### src/rtl/alu_sequencer.sv
// ---------------------------------------------------------------------------
// alu_sequencer
//
// Purpose:
//   Accepts one register-to-register command at a time and steps it through
//   IDLE -> EXEC -> RESP. It reads operands from an 8-entry register file and
//   presents them, registered, to an external combinational ALU. It captures
//   the ALU result (or the immediate for LOAD) and writes it back. The result
//   is then held on a valid/ready response port until the consumer takes it.
//
// Ports:
//   clk, rst            clock, asynchronous active-high reset
//   cmd_valid/ready     command handshake (ready only in IDLE, out of reset)
//   cmd_op              0 ADD, 1 SUB, 2 LOAD, 3 AND, 4 OR, 5 XOR, 6 NOT, 7 illegal
//   cmd_rd/ra/rb        destination / source register indices
//   cmd_imm             immediate for LOAD
//   alu_A/alu_B         registered ALU operands
//   alu_ctrl            registered ALU control word (the opcode)
//   alu_X               combinational ALU result
//   res_valid/ready     response handshake
//   res_data/rd         captured result and its destination index
//   res_zero/err        result-is-zero flag, illegal-opcode flag
// ---------------------------------------------------------------------------
module alu_sequencer #(
    parameter int bits = 8
) (
    input  logic            clk,
    input  logic            rst,
    input  logic            cmd_valid,
    output logic            cmd_ready,
    input  logic [2:0]      cmd_op,
    input  logic [2:0]      cmd_rd,
    input  logic [2:0]      cmd_ra,
    input  logic [2:0]      cmd_rb,
    input  logic [bits-1:0] cmd_imm,
    output logic [bits-1:0] alu_A,
    output logic [bits-1:0] alu_B,
    output logic [2:0]      alu_ctrl,
    input  logic [bits-1:0] alu_X,
    output logic            res_valid,
    input  logic            res_ready,
    output logic [bits-1:0] res_data,
    output logic [2:0]      res_rd,
    output logic            res_zero,
    output logic            res_err
);

    typedef enum logic [1:0] {
        IDLE = 2'd0,
        EXEC = 2'd1,
        RESP = 2'd2
    } state_t;

    localparam logic [2:0] OP_LOAD    = 3'd2;
    localparam logic [2:0] OP_ILLEGAL = 3'd7;

    state_t          state_q, state_d;
    logic [2:0]      op_q, op_d;
    logic [2:0]      rd_q, rd_d;
    logic [bits-1:0] imm_q, imm_d;
    logic [bits-1:0] alu_a_q, alu_a_d;
    logic [bits-1:0] alu_b_q, alu_b_d;
    logic [2:0]      alu_ctrl_q, alu_ctrl_d;
    logic            res_valid_q, res_valid_d;
    logic [bits-1:0] res_data_q, res_data_d;
    logic [2:0]      res_rd_q, res_rd_d;
    logic            res_zero_q, res_zero_d;
    logic            res_err_q, res_err_d;
    logic [bits-1:0] rf_q [8];
    logic [bits-1:0] rf_d [8];
    logic [bits-1:0] result;

    // r0 is hard-wired to zero regardless of what the array holds.
    function automatic logic [bits-1:0] rf_read(input logic [bits-1:0] rf [8],
                                                input logic [2:0] idx);
        return (idx == 3'd0) ? '0 : rf[idx];
    endfunction

    assign cmd_ready = (state_q == IDLE) && !rst;
    assign alu_A     = alu_a_q;
    assign alu_B     = alu_b_q;
    assign alu_ctrl  = alu_ctrl_q;
    assign res_valid = res_valid_q;
    assign res_data  = res_data_q;
    assign res_rd    = res_rd_q;
    assign res_zero  = res_zero_q;
    assign res_err   = res_err_q;

    always_comb begin
        state_d     = state_q;
        op_d        = op_q;
        rd_d        = rd_q;
        imm_d       = imm_q;
        alu_a_d     = alu_a_q;
        alu_b_d     = alu_b_q;
        alu_ctrl_d  = alu_ctrl_q;
        res_valid_d = res_valid_q;
        res_data_d  = res_data_q;
        res_rd_d    = res_rd_q;
        res_zero_d  = res_zero_q;
        res_err_d   = res_err_q;
        rf_d        = rf_q;

        // Result selection for the command held in EXEC.
        case (op_q)
            OP_LOAD:    result = imm_q;
            OP_ILLEGAL: result = '0;
            default:    result = alu_X;
        endcase

        case (state_q)
            IDLE: begin
                if (cmd_valid && cmd_ready) begin
                    op_d       = cmd_op;
                    rd_d       = cmd_rd;
                    imm_d      = cmd_imm;
                    alu_a_d    = rf_read(rf_q, cmd_ra);
                    alu_b_d    = rf_read(rf_q, cmd_rb);
                    alu_ctrl_d = cmd_op;
                    state_d    = EXEC;
                end
            end
            EXEC: begin
                res_data_d  = result;
                res_rd_d    = rd_q;
                res_zero_d  = (result == '0);
                res_err_d   = (op_q == OP_ILLEGAL);
                res_valid_d = 1'b1;
                if ((op_q != OP_ILLEGAL) && (rd_q != 3'd0)) begin
                    rf_d[rd_q] = result;
                end
                state_d = RESP;
            end
            RESP: begin
                // Response fields are left untouched; only valid drops on handshake.
                if (res_ready) begin
                    res_valid_d = 1'b0;
                    state_d     = IDLE;
                end
            end
            default: state_d = IDLE;
        endcase
    end

    always_ff @(posedge clk or posedge rst) begin
        if (rst) begin
            state_q     <= IDLE;
            op_q        <= '0;
            rd_q        <= '0;
            imm_q       <= '0;
            alu_a_q     <= '0;
            alu_b_q     <= '0;
            alu_ctrl_q  <= '0;
            res_valid_q <= 1'b0;
            res_data_q  <= '0;
            res_rd_q    <= '0;
            res_zero_q  <= 1'b0;
            res_err_q   <= 1'b0;
            for (int i = 0; i < 8; i++) begin
                rf_q[i] <= '0;
            end
        end else begin
            state_q     <= state_d;
            op_q        <= op_d;
            rd_q        <= rd_d;
            imm_q       <= imm_d;
            alu_a_q     <= alu_a_d;
            alu_b_q     <= alu_b_d;
            alu_ctrl_q  <= alu_ctrl_d;
            res_valid_q <= res_valid_d;
            res_data_q  <= res_data_d;
            res_rd_q    <= res_rd_d;
            res_zero_q  <= res_zero_d;
            res_err_q   <= res_err_d;
            for (int i = 0; i < 8; i++) begin
                rf_q[i] <= rf_d[i];
            end
        end
    end

endmodule
### config.mk
export PLATFORM = sky130hd
export DESIGN_NAME = alu_sequencer
export DESIGN_NICKNAME = d
export VERILOG_FILES = /design/src/rtl/alu_sequencer.sv
export SDC_FILE = /design/constraint.sdc
export NUM_CORES = 1
export LEC_CHECK = 0
export CORE_ASPECT_RATIO = 0.7
export CORE_UTILIZATION = 55
export CTS_CLUSTER_SIZE = 40
export DETAILED_ROUTE_END_ITERATION = 7
export PLACE_DENSITY = 0.78
export SYNTH_ARGS = -nofsm -noshare
export SYNTH_HDL_FRONTEND = slang
export SYNTH_SLANG_ARGS = --single-unit
### constraint.sdc
create_clock -name clk -period 9 [get_ports clk]
set_input_delay 1.8 -clock clk [delete_from_list [all_inputs] [get_ports clk]]
set_output_delay 1.8 -clock clk [all_outputs]
set_load 0.02 [all_outputs]
==> summary.md <==
| Metric | Value |
|---|---|
| Resize count post-CTS | `0` |
| # setup viols final | `0` |
| Final Power | `roughly 1800 uW` |
| Setup slack after placement | `4.077 ns` |
| R2r setup slk | `6.78 ns` |
| FFs w/ async S/R, synth | `100.0%` |
| Main flop type after synthesis | `dfrtp_1` |
| Synthesis Warnings | `0` |
| # fillers | `641` |
| Sequential share of power | `43.2%` |
| RSZ-0062 raised after global routing | `no` |
| Die width | `113.6 um` |
| Gr ovfl total | `0` |
| Combinational fraction of design power | `between 30 and 40%` |
| Worst reg2reg endpoint | `res_zero` |
| Critical setup path kind | `in -> out` |
| Clock slew at reported path FFs | `around 0.07 ns` |
| FMAX | `0.2030 GHz` |
| CTS Hold Buffers Added | `0` |
| Yosys top cell area share | `53.25%` |
| Setup crit start | `rst` |
| Max cap viols | `0` |
| Die area | `just over 9000 um^2` |
| Synth Cell Area | `around 4800 um^2` |
| First DRT Iteration DRCs | `318` |
| Hold Path Class | `reg -> reg` |
| Vias in the first global route | `between 3000 and 4000` |
| Die span in y | `80.11 um` |
| Peak per-stage delay on the critical path | `0.66 ns` |
| Via density | `5.821` |
| CP Depth | `3` |
| Area occupied by multi-input gates | `2083 um^2` |
| Final core utilization | `~70%` |
| H-tree Lvls | `3` |
| CP startpoint kind | `input port` |
| Slew @ Worst Pin | `1.065 ns` |
| Delay-heaviest family, CP | `buffers and inverters` |
| Global Route Usage Sum | `about 28%` |
| Crit path max fanout | `2` |
| Global-route wire length before repair | `about 18 mm` |
| CTS Buffer Depth | `2` |
| Routed WL | `11.46 mm` |
| P_sw | `659.6 uW` |
| Initial antenna violation count | `0` |
| Worst vdd ir | `about 0.17 mV` |
| Switching share of power | `35.79%` |
| Most used cell, CP | `clkdlybuf4s50_1` |
| EDFF count, synth | `0` |
| Core area | `8443 um^2` |
| Share of layout cells above drive strength 1 | `15.20%` |
| Routed Antenna Nets | `0` |
| CP required | `7.20 ns` |
| Final hold viol count | `0` |
| Clock power frac | `20.6%` |
| Area delta synth->final | `20.02%` |
| Cells after Synth | `448` |
| Starting Density | `56.77%` |
| Root buffer cell | `clkbuf_16` |
| Library cells used by synthesis | `32` |
| CP max-delay cell | `clkdlybuf4s50_1` |
| Fin crit share | `54.73%` |
| Pre-antenna DRT Iters | `5` |
| Setup TNS | `0 ns` |
| DR WL/cell | `18.48 um` |
| GP Congestion | `0.8009` |
| Leakage | `0.002386 uW` |
| Setup crit end kind | `output pin` |
| # nets final | `527` |
| DRC viols | `0` |
| Critical Path AT | `approximately 3.1 ns` |
| Sequential area share after synthesis | `between 50% and 60%` |
| Core Rows | `28` |
| PortBufs | `65` |
| Largest net degree at the start of global routing | `70` |
| Status | `finished, final reports clean` |
| Top post-synthesis cells by area | `dfrtp_1 53%, mux4_2 7.5%, mux2_2 6.8%, nand2_1 5.6%, o21ai_1 5.5%` |
| Post-DP HPWL | `about 7.5 mm` |
| CTS tree | `built` |
| Crit path buf inv count | `2` |
| Worst r2r path cells | `5` |
| Cell Int Power | `about 1200 uW` |
| Synthesized net count | `480` |
| R2R Path Start | `alu_ctrl[2]` |
| Slew Viols, Final | `0` |
| Final worst setup slack | `4.074 ns` |
| Io pins | `66` |
| Yosys top cell by area | `dfrtp_1` |
| Vias | `3609` |
| Power per Cell Area | `320.3 nW/um^2` |
| # clock sinks | `102` |
| Footprint of the flip-flops and latches | `around 2600 um^2` |
| Clock Latency Late Sink | `0.35 ns` |
| Post-CTS Setup Bufs | `0` |
| Ant diodes | `0` |
| Syn avg cell area | `around 11 um^2` |
| Cell Chain, Critical Path | `clkdlybuf4s50_1, nor3_1, clkdlybuf4s50_1` |
| Clock skew | `0.007608 ns` |
| Number of buffers created by CTS | `9` |
| Final min period | `4.926 ns` |
| Seq cells post-synth | `102` |
| Slew headroom | `28.78%` |
| Setup crit end | `cmd_ready` |
[worst register-to-register path: stages, from the launching register on]
cell and delay (ns):
dfrtp_1 0.60, nor2b_1 0.25, a22o_1 0.24, a22oi_2 0.58, nand4_1 0.20, o31ai_1 0.26
[worst min-delay path by stage]
stage                startpoint          end  slack, ns  depth (start not counted)
floorplan              rf_q[16]     rf_q[16]       0.47                          2
global placement      res_rd[2]    res_rd[2]       0.47                          2
detailed placement     alu_A[0]     alu_A[0]       0.48                          2
CTS                    alu_A[0]     alu_A[0]       0.49                          2
global route        res_data[6]  res_data[6]       0.51                          2
finish                 alu_B[1]     alu_B[1]       0.49                          2
[cell families after synthesis]
logic type	Yosys count	share of synthesized area (%)
compound gates	135	16.99
buf+inv	35	3.289
flops	102	53.25
mux	45	14.33
simple gates	131	12.14
[power groups by stage]
stage               clock network, uW  registers [uW]  logic, uW
floorplan                           0             821        377
global placement                    0             781        637
detailed placement                  0             796        659
CTS                               384             793        664
global route                      404             819        729
finish                            380             796        667
[metal layers]
metal	wire, um	track usage [%]	vias to the layer above
li1	-	-	1691
met1	5153	39.93	1770
met2	5252	41.28	136
met3	943	8.453	12
met4	110	6.711	0
met5	0	0	-
[placed cells by master, fill, tap and decap left out]
cell type        Yosys  layout
dfrtp_1            102     102
nand2_1             72      72
clkdlybuf4s50_1      0      65
o21ai_1             53      53
a21oi_1             42      42
nor2_1              41      41
mux2_2              29      29
mux4_2              16      16
a22oi_1             16      16
clkbuf_16            0       9
a22o_1               8       8
a22oi_2              8       8
o21ai_0              5       5
nand3_1              3       3
nor2b_1              3       3
clkbuf_1            16       3
inv_1                3       2
nand3b_1             2       2
nor4b_4              2       2
nand2b_1             2       2
clkinv_2             0       2
buf_4                1       2
nor3_1               1       1
and2b_4              1       1
and3_1               1       1
inv_2                1       1
o21ai_2              1       1
nand2_4              1       1
nor3_2               1       1
inv_4                0       1
o21a_1               1       1
nand4_1              1       1
o31ai_1              1       1
bufinv_16            0       1
clkinvlp_4           0       1
[flip-flops by register name (all words and copies together), names as in the netlist]
register / cells
rf_q: 56
alu_A: 8
alu_B: 8
imm_q: 8
res_data: 8
alu_ctrl: 3
rd_q: 3
res_rd: 3
state_q: 2
res_err: 1
res_valid: 1
res_zero: 1
[metrics by stage]
step	instance area [um^2]	hold WS [ns]	cells
global route	5753	0.5137	620
finish	5753	0.4852	620
CTS	5753	0.4902	620
global placement	5469	0.4651	604
floorplan	4793	0.4663	448
detailed placement	5469	0.4755	604
[synth_stat cells, drive strengths merged, types with 2 or more instances]
| cell type | instances |
|---|---|
| a22o | 8 |
| o21ai | 59 |
| nand2 | 73 |
| buf | 15 |
| nor2b | 3 |
| nand2b | 2 |
| nor3 | 2 |
| nor4b | 2 |
| a22oi | 24 |
| mux4 | 16 |
| dfrtp | 102 |
| clkbuf | 16 |
| mux2 | 29 |
| nor2 | 41 |
| inv | 4 |
| a21oi | 42 |
| nand3 | 3 |
| nand3b | 2 |
[cell type report]
type / instances / share of cell area, %
flip-flops and latches: 102 / 44.37
multi-input cells: 311 / 36.21
repair buffers: 67 / 11.57
clock buffers: 12 / 4.110
well taps: 120 / 2.610
clock inverters: 4 / 0.8264
inverters: 4 / 0.3045
(Power assumes the default switching activity.)
